`src/rtl/calc_pkg.sv`:
```
// rtl/calc_pkg.sv - shared opcode/state types and opcode stepping helper for the calculator front end
package calc_pkg;

    localparam int OP_COUNT = 11;

    typedef enum logic [3:0] {
        OP_SUM        = 4'd0,
        OP_SUB        = 4'd1,
        OP_QUOT       = 4'd2,
        OP_MUL        = 4'd3,
        OP_REM        = 4'd4,
        OP_SQRT       = 4'd5,
        OP_CMP        = 4'd6,
        OP_DERIV_BASE = 4'd7,
        OP_DERIV_X    = 4'd8,
        OP_A_SQ       = 4'd9,
        OP_B_SQ       = 4'd10
    } opcode_e;

    typedef enum logic [1:0] {
        ENTER_A  = 2'd0,
        ENTER_B  = 2'd1,
        SELECT   = 2'd2,
        WAIT_ACK = 2'd3
    } entry_state_e;

    // Step to the next opcode, wrapping from count-1 back to 0.
    function automatic logic [3:0] next_opcode(input logic [3:0] op, input int count);
        if (int'(op) >= count - 1) begin
            return 4'd0;
        end
        return op + 4'd1;
    endfunction

endpackage

```
`src/rtl/button_debounce.sv`:
```
// rtl/button_debounce.sv - one button: 2-flop sync, debounce filter (OPERAND_ENTRY_DEBOUNCE_EN), rising-edge event
module button_debounce #(
    parameter int DEBOUNCE_CYCLES = 16
) (
    input  logic clk,
    input  logic rst_n,
    input  logic i_btn,
    output logic o_evt
);

    logic r_sync1;
    logic r_sync2;
    logic r_filt;
    logic r_filt_d;

    // A zero-length filter would never settle, so refuse it at elaboration.
    if (DEBOUNCE_CYCLES < 1) begin : g_bad_param
        $error("button_debounce: DEBOUNCE_CYCLES must be at least 1");
    end

    // Two-flop synchronizer for the asynchronous button input.
    always_ff @(posedge clk or negedge rst_n) begin
        if (!rst_n) begin
            r_sync1 <= 1'b0;
            r_sync2 <= 1'b0;
        end else begin
            r_sync1 <= i_btn;
            r_sync2 <= r_sync1;
        end
    end

`ifdef OPERAND_ENTRY_DEBOUNCE_EN
    localparam int CW = $clog2(DEBOUNCE_CYCLES + 1);

    logic [CW-1:0] r_cnt;

    // Filtered level flips only after DEBOUNCE_CYCLES consecutive disagreeing samples.
    always_ff @(posedge clk or negedge rst_n) begin
        if (!rst_n) begin
            r_cnt  <= '0;
            r_filt <= 1'b0;
        end else if (r_sync2 != r_filt) begin
            if (r_cnt == CW'(DEBOUNCE_CYCLES - 1)) begin
                r_filt <= ~r_filt;
                r_cnt  <= '0;
            end else begin
                r_cnt <= r_cnt + 1'b1;
            end
        end else begin
            r_cnt <= '0;
        end
    end
`else
    // Bypass: filtered level simply follows the synchronized sample one cycle later.
    always_ff @(posedge clk or negedge rst_n) begin
        if (!rst_n) begin
            r_filt <= 1'b0;
        end else begin
            r_filt <= r_sync2;
        end
    end
`endif

    // Delayed filtered level for rising-edge detection.
    always_ff @(posedge clk or negedge rst_n) begin
        if (!rst_n) begin
            r_filt_d <= 1'b0;
        end else begin
            r_filt_d <= r_filt;
        end
    end

    assign o_evt = r_filt & ~r_filt_d;

endmodule

```
`src/rtl/operand_entry.sv`:
```
// rtl/operand_entry.sv - calculator input front end: button events to a registered A/B/opcode command (OPERAND_ENTRY_DEBOUNCE_EN selects debounce)
module operand_entry #(
    parameter int DEBOUNCE_CYCLES = 16,
    parameter int OP_COUNT        = calc_pkg::OP_COUNT
) (
    input  logic       clk,
    input  logic       rst_n,
    input  logic [7:0] sw,
    input  logic [3:0] btn,
    output logic [3:0] op_a,
    output logic [3:0] op_b,
    output logic [3:0] opcode,
    output logic       cmd_valid,
    input  logic       cmd_ready,
    output logic [1:0] stage
);

    logic [7:0]               r_sw_s1;
    logic [7:0]               r_sw_s2;
    logic [3:0]               w_evt;
    logic                     w_unused_sw;
    logic                     w_enter;
    logic                     w_next;
    logic                     w_exec;
    logic                     w_clr;
    calc_pkg::entry_state_e   r_state;
    logic [3:0]               r_a;
    logic [3:0]               r_b;
    logic [3:0]               r_op;
    logic                     r_valid;

    // Switches only need synchronizing; the entry nibble is sampled on enter.
    always_ff @(posedge clk or negedge rst_n) begin
        if (!rst_n) begin
            r_sw_s1 <= 8'd0;
            r_sw_s2 <= 8'd0;
        end else begin
            r_sw_s1 <= sw;
            r_sw_s2 <= r_sw_s1;
        end
    end

    assign w_unused_sw = ^r_sw_s2[7:4];

    for (genvar gi = 0; gi < 4; gi++) begin : g_btn
        button_debounce #(
            .DEBOUNCE_CYCLES(DEBOUNCE_CYCLES)
        ) u_debounce (
            .clk   (clk),
            .rst_n (rst_n),
            .i_btn (btn[gi]),
            .o_evt (w_evt[gi])
        );
    end

    assign w_enter = w_evt[0];
    assign w_next  = w_evt[1];
    assign w_exec  = w_evt[2];
    assign w_clr   = w_evt[3];

    // Entry sequencer; the highest-priority event of a cycle is the only one considered.
    always_ff @(posedge clk or negedge rst_n) begin
        if (!rst_n) begin
            r_state <= calc_pkg::ENTER_A;
            r_a     <= 4'd0;
            r_b     <= 4'd0;
            r_op    <= 4'd0;
            r_valid <= 1'b0;
        end else if (r_state == calc_pkg::WAIT_ACK) begin
            if (cmd_ready) begin
                r_valid <= 1'b0;
                r_state <= calc_pkg::SELECT;
            end
        end else if (w_clr) begin
            r_a     <= 4'd0;
            r_b     <= 4'd0;
            r_op    <= 4'd0;
            r_state <= calc_pkg::ENTER_A;
        end else if (w_exec) begin
            if (r_state == calc_pkg::SELECT) begin
                r_valid <= 1'b1;
                r_state <= calc_pkg::WAIT_ACK;
            end
        end else if (w_enter) begin
            case (r_state)
                calc_pkg::ENTER_A: begin
                    r_a     <= r_sw_s2[3:0];
                    r_state <= calc_pkg::ENTER_B;
                end
                calc_pkg::ENTER_B: begin
                    r_b     <= r_sw_s2[3:0];
                    r_state <= calc_pkg::SELECT;
                end
                default: begin
                end
            endcase
        end else if (w_next) begin
            if (r_state == calc_pkg::SELECT) begin
                r_op <= calc_pkg::next_opcode(r_op, OP_COUNT);
            end
        end
    end

    assign op_a      = r_a;
    assign op_b      = r_b;
    assign opcode    = r_op;
    assign cmd_valid = r_valid;
    assign stage     = r_state;

endmodule

```
`config.mk`:
```
export PLATFORM = sky130hd
export DESIGN_NAME = operand_entry
export DESIGN_NICKNAME = d
export VERILOG_FILES = /design/src/rtl/calc_pkg.sv /design/src/rtl/button_debounce.sv /design/src/rtl/operand_entry.sv
export SDC_FILE = /design/constraint.sdc
export NUM_CORES = 1
export LEC_CHECK = 0
export ABC_AREA = 1
export BUFFER_PORTS_ARGS = -buffer_cell sky130_fd_sc_hd__buf_2
export CORE_MARGIN = 2
export CORE_UTILIZATION = 53
export DETAILED_ROUTE_END_ITERATION = 12
export MAX_ROUTING_LAYER = met4
export PLACE_DENSITY = 0.79
export SYNTH_ARGS = -nofsm -noshare
export SYNTH_HDL_FRONTEND = slang
export SYNTH_SLANG_ARGS = --single-unit
```
`constraint.sdc`:
```
create_clock -name clk -period 1.45 [get_ports clk]
set_input_delay 0.145 -clock clk [delete_from_list [all_inputs] [get_ports clk]]
set_output_delay 0.145 -clock clk [all_outputs]
set_load 0.005 [all_outputs]
```
==> results.toml <==
[route]
drt-vias-per-instance = 5.00
ant_nets = 0
drc = 0
dr_total_vias = 1114
wire_per_inst_um = 11.6
drt-pass1-iter-count = 4
wl_um = 2580
drt_iter0_drc = 49

[floorplanning]
die_w_um = 57.2
num_io_pins = 30
core_area_um2 = 2730
initial_core_util_pct = 54.9
num_rows = 19
fp.dieH_um = 57.2
dieArea_um2 = 3270

[yosys]
synth_area_leaders = "dfrtp_1 (65%), nand2_1 (11%), nand3_1 (4.7%)"
synth_top_cell_area_share_pct = 65.1
netlist_instances = 149
yosysUniqueCellTypes = 19
synth_warnings = 0
avgSynthCellArea_um2 = 10.1
yosysTopAreaCell = "dfrtp_1"
synth_area_um2 = 1500
syn_nets = 166
ys_ff_latch = 39
yosysSeqAreaShare_pct = 65.1

[cells_and_area]
syn_to_final_growth_pct = 21.3
fillers = 206
layout-drive-gt1-share_pct = 22.9
diodes = 0
final_cell_mix = "nand2_1 (44), dfrtp_1 (39), buf_2 (25), inv_1 (17), nand3_1 (14)"
fin_nets = 208
layout_commonest_cell = "nand2_1"

[clock_network]
cts_buffer_depth = 2
cts-root-buf = "clkbuf_4"
cts_made_buffers = 5
cts.reportedPaths.clkPinSlew_ns = 0.11
clk-insertion-delay-late_ns = 0.33
htree_levels = 2
cts_tree = "yes"
post_cts_resize_count = 0
cts.sinks = 39

[global_route]
antenna_found_initial = 0
grt_pass1_vias = 1071
grt_pass1_wl_um = 4220
grt_usage_pct = 17.8
grt_max_degree = 40
grt-ovfl-total = 0

[timing]
setup_violations = 0
max_clock_freq_mhz = 763
worst_pin_slew_ns = 0.462
period_needed_ns = 1.31
finalCritPeriodShare_pct = 90.4
setup_tns_ns = 0
rsz0062_at_grt = "false"
fin_skew_ns = 0.00251
relSlewSlack_pct = 69.2
hold_violations = 0
slew_violations = 0

[setup_path]
endpoint_kind = "register"
worstPathRequired_ns = 1.73
startpoint_type = "register"
reg2reg_from = "opcode[0]"
crit_path_max_fanout = 5
cp.arrival_ns = 1.59
regToRegSetupSlack_ns = 0.14
r2r_cells = 9
rr_endpoint = "opcode[2]"
path_class = "register to register"

[min_path]
min_path_cells = 5
hold_path_class = "primary input to register"
hp-start = "cmd_ready"
holdPathEnd = "stage[0]"

[power]
power.density_nw_per_um2 = 1540
p_total_mw = 2.79
leakage_nw = 1.01
ir_drop_mv = 1.38

[placed_design]
place_hpwl_um = 1840
portBuffers = 25
routabilityCongestion = 0.857

[flow_run]
cap_violations = 0

[status]
outcome = "completed"
power breakdown:
part	switching, mW	leakage (nW)	internal [mW]
clock	0.344	0.0272	0.185
sequential	0.148	0.471	1.29
combinational	0.490	0.507	0.337
cells in the mapped netlist (all sizes together):
| master | n |
|---|---|
| ha | 2 |
| nand3b | 1 |
| nor2 | 15 |
| dfrtp | 39 |
| nand2 | 48 |
| nand3 | 15 |
| o21ai | 2 |
| nand4 | 5 |
| xnor2 | 1 |
| and2 | 1 |
| xor2 | 1 |
| inv | 19 |
through the flow:
stage	util, %	instance area (um2)	std cells	hold slack [ns]	setup WS, ns
floorplan	-	1500	149	-0.151	0.314
global placement	61.1	1670	206	0.210	0.255
detailed placement	61.1	1670	206	0.219	0.200
CTS	66.5	1820	223	0.162	0.171
global route	66.5	1820	223	0.216	0.0628
finish	66.5	1820	223	0.180	0.140
layout make-up:
class / instances / area, um2 / share of cell area [%]
Tap cell: 31 / 38.8 / 2.13
Clock inverter: 3 / 20.0 / 1.10
Sequential cell: 39 / 976 / 53.6
Multi-Input combinational cell: 91 / 450 / 24.8
Clock buffer: 5 / 37.5 / 2.06
Inverter: 19 / 73.8 / 4.06
Timing Repair Buffer: 35 / 223 / 12.2
worst max path at each step:
stage              start         to  slack, ns  cells after the start
2_1_floorplan   stage[0]   stage[1]       0.31                      5
5_1_grt        opcode[0]  opcode[3]       0.06                      9
3_3_place_gp    stage[0]   stage[1]       0.25                      5
3_5_place_dp   opcode[0]  opcode[3]       0.20                      9
4_1_cts        opcode[0]  opcode[3]       0.17                      9
6_report       opcode[0]  opcode[2]       0.14                      9
metal layers:
layer,up-vias,routed length (um),share of wire (%),track usage [%]
li1,547,-,-,-
met1,525,1130,44,18.6
met2,32,1280,50,29.7
met3,10,110,4.3,4.54
met4,0,64,2.5,11.6
met5,-,0,0,-
cells by family (layout without fill, tap and decap cells):
kind of cell	Yosys count	count (layout)	share of synthesized area, %
xor+xnor	2	2	1.17
compound gates	2	2	1.42
fa+ha+maj	2	2	1.67
simple gates	85	85	25.8
buf+inv	19	62	4.92
flops	39	39	65.1
worst max-delay path: stages (launching register included):
cell and delay [ns]:
dfrtp_1 0.43, inv_1 0.09, ha_1 0.20, inv_1 0.06
nand2_1 0.06, nand2_1 0.09, nand2_1 0.05, inv_1 0.10
nand3_1 0.09, nand2_1 0.08
timing repair:
action	in CTS	in global routing
hold buffers	9	0
hold endpoints to repair	47	0
buffers inserted	0	0
Note: power is estimated with default switching activity, not from simulation.
